### config.mk
export PLATFORM = sky130hd
export DESIGN_NAME = alu_frame_sequencer
export DESIGN_NICKNAME = d
export VERILOG_FILES = /design/src/rtl/alu_frame_pkg.sv /design/src/rtl/uart_byte_timer.sv /design/src/rtl/alu_frame_sequencer.sv
export SDC_FILE = /design/constraint.sdc
export NUM_CORES = 1
export LEC_CHECK = 0
export ABC_AREA = 1
export CAP_MARGIN = 25
export CORE_ASPECT_RATIO = 2
export CORE_MARGIN = 5
export CORE_UTILIZATION = 54
export DETAILED_ROUTE_END_ITERATION = 10
export GPL_ROUTABILITY_DRIVEN = 0
export GPL_TIMING_DRIVEN = 0
export PLACE_DENSITY_LB_ADDON = 0.1
export SYNTH_ARGS = -nofsm -noshare
export SYNTH_HDL_FRONTEND = slang
export SYNTH_HIERARCHICAL = 1
export SYNTH_SLANG_ARGS = --single-unit
### constraint.sdc
create_clock -name clk -period 2.7 [get_ports clk]
set_input_delay 0.27 -clock clk [delete_from_list [all_inputs] [get_ports clk]]
set_output_delay 0.27 -clock clk [all_outputs]
set_load 0.01 [all_outputs]
### src/rtl/alu_frame_pkg.sv
// Shared encodings for the framed ALU command sequencer: FSM states, response
// status codes and the default frame delimiter.
package alu_frame_pkg;

  typedef enum logic [3:0] {
    IDLE, GET_OP, GET_A, GET_B, GET_CHK, EXEC, TX_SOF, TX_STAT, TX_RES, TX_CHK
  } state_t;

  localparam logic [7:0] STAT_OK      = 8'h00;
  localparam logic [7:0] STAT_BAD_CHK = 8'h01;
  localparam logic [7:0] STAT_TIMEOUT = 8'h02;

  localparam logic [7:0] SOF_DEFAULT  = 8'hA5;

endpackage

### src/rtl/uart_byte_timer.sv
// Inter-byte watchdog: counts enabled idle cycles, pulses expired on the cycle
// that would take the count to TIMEOUT_CYCLES. Clear has priority.
module uart_byte_timer #(
  parameter int TIMEOUT_CYCLES = 50000
) (
  input  logic clk,
  input  logic reset_n,
  input  logic clr,
  input  logic en,
  output logic expired
);

  localparam int CW = $clog2(TIMEOUT_CYCLES + 1);

  logic [CW-1:0] cnt;

  assign expired = en & ~clr & (cnt == CW'(TIMEOUT_CYCLES - 1));

  // Saturates at the terminal count so expired cannot re-fire before a clear.
  always_ff @(posedge clk or negedge reset_n) begin
    if (!reset_n)                                 cnt <= '0;
    else if (clr)                                 cnt <= '0;
    else if (en && cnt != CW'(TIMEOUT_CYCLES))    cnt <= cnt + 1'b1;
  end

endmodule

### src/rtl/alu_frame_sequencer.sv
// Framed UART command sequencer driving a combinational ALU, with inter-byte
// timeout and error counting. Define ALU_FRAME_CHECKSUM_EN for checksum bytes.
module alu_frame_sequencer
  import alu_frame_pkg::*;
#(
  parameter int         REG_SIZE       = 8,
  parameter int         TIMEOUT_CYCLES = 50000,
  parameter logic [7:0] SOF_BYTE       = SOF_DEFAULT
) (
  input  logic                       clk,
  input  logic                       reset_n,
  input  logic                       rx_empty,
  input  logic [7:0]                 r_data,
  output logic                       rd_uart,
  input  logic                       tx_full,
  output logic                       wr_uart,
  output logic [7:0]                 w_data,
  output logic signed [REG_SIZE-1:0] a,
  output logic signed [REG_SIZE-1:0] b,
  output logic [REG_SIZE-1:0]        op,
  input  logic signed [REG_SIZE-1:0] w,
  output logic                       busy,
  output logic [7:0]                 err_count
);

  state_t     state, state_nxt;
  logic [7:0] result, status;
  logic       in_get, in_tx, expired;

  assign in_get = (state == GET_OP) || (state == GET_A) || (state == GET_B) ||
                  (state == GET_CHK);
  assign in_tx  = (state == TX_SOF) || (state == TX_STAT) || (state == TX_RES) ||
                  (state == TX_CHK);

  uart_byte_timer #(.TIMEOUT_CYCLES(TIMEOUT_CYCLES)) u_timer (
    .clk     (clk),
    .reset_n (reset_n),
    .clr     (rd_uart | (state == IDLE)),
    .en      (in_get),
    .expired (expired)
  );

  always_ff @(posedge clk or negedge reset_n) begin
    if (!reset_n) state <= IDLE;
    else          state <= state_nxt;
  end

  always_comb begin
    state_nxt = state;
    case (state)
      IDLE:    if (rd_uart && r_data == SOF_BYTE) state_nxt = GET_OP;
      GET_OP:  if (rd_uart) state_nxt = GET_A;   else if (expired) state_nxt = TX_SOF;
      GET_A:   if (rd_uart) state_nxt = GET_B;   else if (expired) state_nxt = TX_SOF;
`ifdef ALU_FRAME_CHECKSUM_EN
      GET_B:   if (rd_uart) state_nxt = GET_CHK; else if (expired) state_nxt = TX_SOF;
      GET_CHK: if (rd_uart) state_nxt = EXEC;    else if (expired) state_nxt = TX_SOF;
      TX_RES:  if (wr_uart) state_nxt = TX_CHK;
      TX_CHK:  if (wr_uart) state_nxt = IDLE;
`else
      GET_B:   if (rd_uart) state_nxt = EXEC;    else if (expired) state_nxt = TX_SOF;
      TX_RES:  if (wr_uart) state_nxt = IDLE;
`endif
      EXEC:    state_nxt = TX_SOF;
      TX_SOF:  if (wr_uart) state_nxt = TX_STAT;
      TX_STAT: if (wr_uart) state_nxt = TX_RES;
      default: state_nxt = IDLE;
    endcase
  end

  always_comb begin
    rd_uart = (state == IDLE || in_get) && !rx_empty;
    wr_uart = in_tx && !tx_full;
    busy    = (state != IDLE);
    case (state)
      TX_STAT: w_data = status;
      TX_RES:  w_data = result;
      TX_CHK:  w_data = status ^ result;
      default: w_data = SOF_BYTE;
    endcase
  end

  // Operand/status datapath; a pop in a GET state outranks the timeout.
  always_ff @(posedge clk or negedge reset_n) begin
    if (!reset_n) begin
      op        <= '0;
      a         <= '0;
      b         <= '0;
      result    <= '0;
      status    <= STAT_OK;
      err_count <= '0;
    end else begin
      if (rd_uart) begin
        case (state)
          IDLE:    if (r_data == SOF_BYTE) status <= STAT_OK;
          GET_OP:  op <= r_data;
          GET_A:   a  <= r_data;
          GET_B:   b  <= r_data;
          GET_CHK: status <= (r_data == (op ^ a ^ b)) ? STAT_OK : STAT_BAD_CHK;
          default: ;
        endcase
      end else if (in_get && expired) begin
        status <= STAT_TIMEOUT;
        result <= '0;
      end
      if (state == EXEC)
        result <= (status == STAT_OK) ? w : '0;
      if (state == TX_STAT && wr_uart && status != STAT_OK && err_count != 8'hFF)
        err_count <= err_count + 1'b1;
    end
  end

endmodule

==> impl_metrics.ini, run 1 <==
[outcome]
run_status = completed

[worst_setup_path]
reg2reg_depth = 12
cp_max_fo = 6
r2r-start = state[3]
end_kind = flip-flop
startpoint_type = flip-flop
r2r_end = state[2]
r2r_slack_ns = 0.28
critPathArrivalTime_ns = 2.68
required_ns = 2.96
critical_path_class = flip-flop to flip-flop
startpoint = state[3]

[global_route]
grt_pass1_wl_um = 15400
antenna_found_initial = 0
first_global_vias = 3350
gr-total-overflow = 0
grt_max_degree = 63
grtUsageTotal = 0.210

[route]
avgRoutedWirePerCell_um = 12.9
first_iter_violations = 259
dr_wl_met2_um = 4270
ant_nets = 0
num_vias = 3517
routed_wl_um = 8970
remaining_drc_errors = 0
top_layer = met4
wl_met1_um = 4070
dr.pass1.iters = 4
viasPerCell = 5.06
dr_wl_met3_um = 465

[clocking]
cts.sinks = 62
cts-buffers-inserted = 9
root_buffer = clkbuf_16
cts_tree = built
insertion_delay_ns = 0.33
htree_levels = 3
clock_path_buffers = 2
clk_pin_slew_ns = 0.05

[placement]
portBuffers = 62
hpwlAfterDp_um = 6500

[yosys]
netlist_area_um2 = 3930
synth.area.top_cells = dfrtp_1 40%, nand2_1 15%, inv_1 5.8%, nor2_1 4.3%, xor2_1 4.0%
avgSynthCellArea_um2 = 7.48
yosys.area.top_type = dfrtp_1
syn_inst = 525
yosys.cell_types.count = 34
synth_seq_cells = 62
ys_seq_area_frac = 0.395
syn_nets = 548
synth_top_area_share = 0.395
yosysWarnings = 6

[pwr]
powerDensity_nw_per_um2 = 934
p_leak_nw = 2.41
p_total_mw = 4.66
ir_drop_v = 0.000627

[sta]
rsz0062_at_grt = no
fin_crit_sh = 0.897
max_slew.worst_pin.slew_ns = 0.794
setup_tns_ns = 0
finalCriticalPeriod_ns = 2.42
hold_viol = 0
setup_violations = 0
final.setup_skew_ns = 0.00510
maxSlewHeadroom = 0.471
fmax_mhz = 413
slew_violations = 0

[finish]
drive_above_1_share = 0.144
antennaDiodeCount = 0
area_delta_synth_final_pct = 27.0
utilization = 0.697
nNetsFinal = 621

[floorplan]
pin_count = 63
initial_core_util = 0.548
die_y_um = 131
core_um2 = 7160
die_w_um = 70.3
dieArea_um2 = 9180
rows = 44

[job]
cap_violations = 0

[worst_hold_path]
hold_class = input pin to async pin
[Yosys cell counts]
cell,n
nand2_1,160
dfrtp_1,62
inv_1,61
nor2_1,45
o21ai_0,31
nand3_1,29
xor2_1,18
nand2_2,14
nand4_1,14
nand2_4,10
nor2_2,10
o21ai_1,9
o21ai_2,9
inv_2,8
xnor2_1,7
nor2_4,5
nor3_1,5
o21bai_1,4
a21oi_1,3
buf_6,3
ha_1,3
nand3_4,2
or2_2,2
a21oi_2,1
buf_12,1
buf_2,1
clkbuf_1,1
clkinv_2,1
nand3b_1,1
nor2_8,1
nor3_4,1
nor4_1,1
o21a_1,1
o22ai_1,1
[repair_timing]
| action | in CTS | in global routing |
|---|---|---|
| hold buffers | 0 | 0 |
| buffers inserted | 0 | 0 |
| resized for setup | 0 | 1 |
| endpoints found under the setup margin | 0 | 12 |
[cell type report]
type / count / area (um^2)
multi-input combinational: 387 / 2050
inverter: 70 / 264
clock inverter: 7 / 97.6
fill: 627 / 2170
clock buffer: 9 / 225
buffer: 6 / 62.6
sequential: 62 / 1550
timing repair buffer: 62 / 618
tap: 92 / 115
[power breakdown]
group	total [mW]	switching (mW)	internal, mW	leakage, nW
clock	1.25	0.436	0.810	0.152
sequential	1.46	0.264	1.20	0.807
combinational	1.95	1.06	0.889	1.45
[state kept, by name (all words and copies together) (netlist names)]
signal       flops
result           8
status           2
u_timer/cnt     16
err_count        8
op               8
state            4
b                8
a                8
[per-layer routing]
| metal | global-route usage | vias up |
|---|---|---|
| li1 | - | 1804 |
| met1 | 0.275 | 1621 |
| met2 | 0.338 | 81 |
| met3 | 0.0452 | 11 |
| met4 | 0.0892 | 0 |
| met5 | 0 | - |
[worst max-delay path: stages (launching register included)]
cell and delay (ns):
dfrtp_1 0.47, inv_2 0.11, nand2_4 0.10, nor2_4 0.07
nor2_4 0.20, nand2_1 0.19, nor2_1 0.27, nand4_1 0.15
nor3_2 0.30, nand2_1 0.08, o21ai_0 0.18, a21oi_1 0.10
o21ai_1 0.13
[cells by family (layout without fill, tap and decap cells)]
logic type / after synthesis / in the layout / share of synthesized area
and+or+nand+nor: 300 / 300 / 0.368
buffers and inverters: 76 / 154 / 0.0832
DFF: 62 / 62 / 0.395
AOI/OAI and AO/OA: 59 / 59 / 0.0883
xor gates and xnor gates: 25 / 25 / 0.0558
adders and majority gates: 3 / 3 / 0.00956
[cells in the final DEF, fill, tap and decap left out, drive strengths merged, types with 2 or more instances in the layout]
cell and instances:
nand2 184, inv 70, dfrtp 62, clkdlybuf4s50 61, nor2 61, o21ai 49, nand3 31, xor2 18
nand4 14, clkbuf 10, xnor2 7, nor3 6, buf 6, o21bai 4, a21oi 4, ha 3
clkinv 3, or2 2, bufinv 2, clkinvlp 2
[worst max path at each step]
stage / end / slack, ns / cells past startpoint
final: state[2] / 0.28 / 12
after CTS: state[0] / 0.07 / 14
after detailed placement: state[0] / -0.21 / 13
after global routing: state[2] / 0.03 / 12
after floorplan: state[0] / 0.51 / 14
after global placement: err_count[0] / -0.72 / 1
[through the flow]
stage	cell area, um^2	cells	worst slack (ns)	hold WS, ns
after global placement	4660	679	-0.724	0.503
after CTS	4980	695	0.0727	0.0550
after detailed placement	4660	679	-0.213	0.409
final	4990	695	0.277	0.0135
after global routing	4990	695	0.0310	0.0913
after floorplan	3930	525	0.512	-0.0256
Note: power is estimated with default switching activity, not from simulation.
==> run 2, diff against run 1 <==
- GPL_TIMING_DRIVEN: 0 -> not set
- PLACE_DENSITY: not set -> 0.88
- PLACE_DENSITY_LB_ADDON: 0.1 -> not set
==> run 2 against run 1 <==
Compared with the run above:
- worst hold slack better by 0.44 ns
- critical path depth is 5 lower
- combinational power hardly changed
- fmax is 4.5% higher
- sequential cell count stayed put
- clock power is 16% lower
- critical path type is now flip-flop to primary output
- critical endpoint is now w_data[1]
==> impl_metrics.ini, run 2 (synthesized netlist as in run 1, its figures left out) <==
[clocking]
cts.sinks = 62
insertion_delay_ns = 0.34
cts_tree = built
clk_pin_slew_ns = 0.05
root_buffer = clkbuf_16
htree_levels = 3
clock_path_buffers = 2
postCtsSetupRepairBufs = 0
cts-buffers-inserted = 9

[worst_setup_path]
r2r_end = state[0]
reg2reg_depth = 15
r2r-start = state[0]
critPathArrivalTime_ns = 2.05
startpoint_type = flip-flop
r2r_slack_ns = 0.42
end_kind = primary output
cp_max_fo = 8
critical_path_class = flip-flop to primary output
required_ns = 2.43

[route]
avgRoutedWirePerCell_um = 13.2
num_vias = 3598
remaining_drc_errors = 0
routed_wl_um = 9190
viasPerCell = 5.18
first_iter_violations = 213
ant_nets = 0
dr.pass1.iters = 5

[floorplan]
pin_count = 63
rows = 44
core_um2 = 7160
die_y_um = 131
dieArea_um2 = 9180
die_w_um = 70.3
initial_core_util = 0.548

[finish]
final_cell_mix = 160 x nand2_1, 62 x dfrtp_1, 61 x inv_1, 61 x clkdlybuf4s50_1, 45 x nor2_1
drive_above_1_share = 0.143
instances_no_fill = 695
layout_commonest_cell = nand2_1
top_register = u_timer/cnt
fillers = 580
antennaDiodeCount = 0
area_delta_synth_final_pct = 25.3
nNetsFinal = 621
utilization = 0.687
ff_latch_area_um2 = 1550
multi_input_area_um2 = 2050
largest_reg_flops = 16

[sta]
hold_viol = 0
maxSlewHeadroom = 0.656
finalCriticalPeriod_ns = 2.32
fmax_mhz = 431
final.setup_skew_ns = 0.00799
max_slew.worst_pin.slew_ns = 0.516
setup_violations = 0
slew_violations = 0
fin_crit_sh = 0.858
rsz0062_at_grt = no
setup_ws_ns = 0.382
setup_tns_ns = 0

[global_route]
gr-total-overflow = 0
grt_pass1_wl_um = 15600
grt_max_degree = 25
grtUsageTotal = 0.211
antenna_found_initial = 0
first_global_vias = 3496

[job]
cap_violations = 0

[pwr]
ir_drop_v = 0.000810
powerDensity_nw_per_um2 = 904
p_total_mw = 4.44
p_leak_nw = 2.39

[placement]
place_inst = 678
post-place-ws_ns = 0.151
hpwlAfterDp_um = 6870
portBuffers = 62

[worst_hold_path]
hold_class = input pin to async pin

[outcome]
run_status = completed
-- run 2: repair_timing --
action / in CTS / in global routing
hold endpoints to repair: 22 / 0
hold buffers: 1 / 0
resized for setup: 0 / 0
-- run 2: worst max path at each step --
stage / startpoint / to / slack (ns) / cells past startpoint
after floorplan: state[3] / state[0] / 0.51 / 14
after global placement: rx_empty / state[0] / 0.26 / 14
after detailed placement: rx_empty / state[2] / 0.15 / 12
after CTS: state[3] / w_data[1] / 0.38 / 7
after global routing: state[3] / w_data[1] / 0.22 / 7
final: state[1] / w_data[1] / 0.38 / 7
-- run 2: area by class of cell --
class,count,share of cell area
clock buffer,9,0.0458
sequential,62,0.316
timing repair buffer,68,0.135
multi-input combinational,387,0.416
inverter,70,0.0537
tap,92,0.0234
clock inverter,7,0.0104
-- run 2: worst max-delay path, cell delays in order, from the launching register on --
cell	delay (ns)
dfrtp_1	0.39
buf_4	0.18
nor2_2	0.18
nand2_1	0.09
o21ai_0	0.15
nand2_1	0.06
o21ai_0	0.09
clkdlybuf4s50_1	0.57
-- run 2: where the power goes --
group / total [mW] / switching [mW] / leakage [nW] / internal (mW)
clock network: 1.05 / 0.428 / 0.131 / 0.620
registers: 1.48 / 0.277 / 0.807 / 1.20
logic: 1.92 / 1.06 / 1.45 / 0.858
-- run 2: through the flow --
step           area, um^2  hold slack, ns
6_report             4920           0.449
5_1_grt              4920           0.505
4_1_cts              4920           0.463
3_5_place_dp         4630           0.275
3_3_place_gp         4630           0.276
2_1_floorplan        3930         -0.0256
-- run 2: routing by layer --
metal,up-vias,share of wire,track usage,wire length (um)
met3,22,0.069,0.0505,632
met4,0,0.024,0.0880,223
met5,-,0,0,0
met2,142,0.49,0.351,4460
met1,1627,0.42,0.261,3880
li1,1807,-,-,-
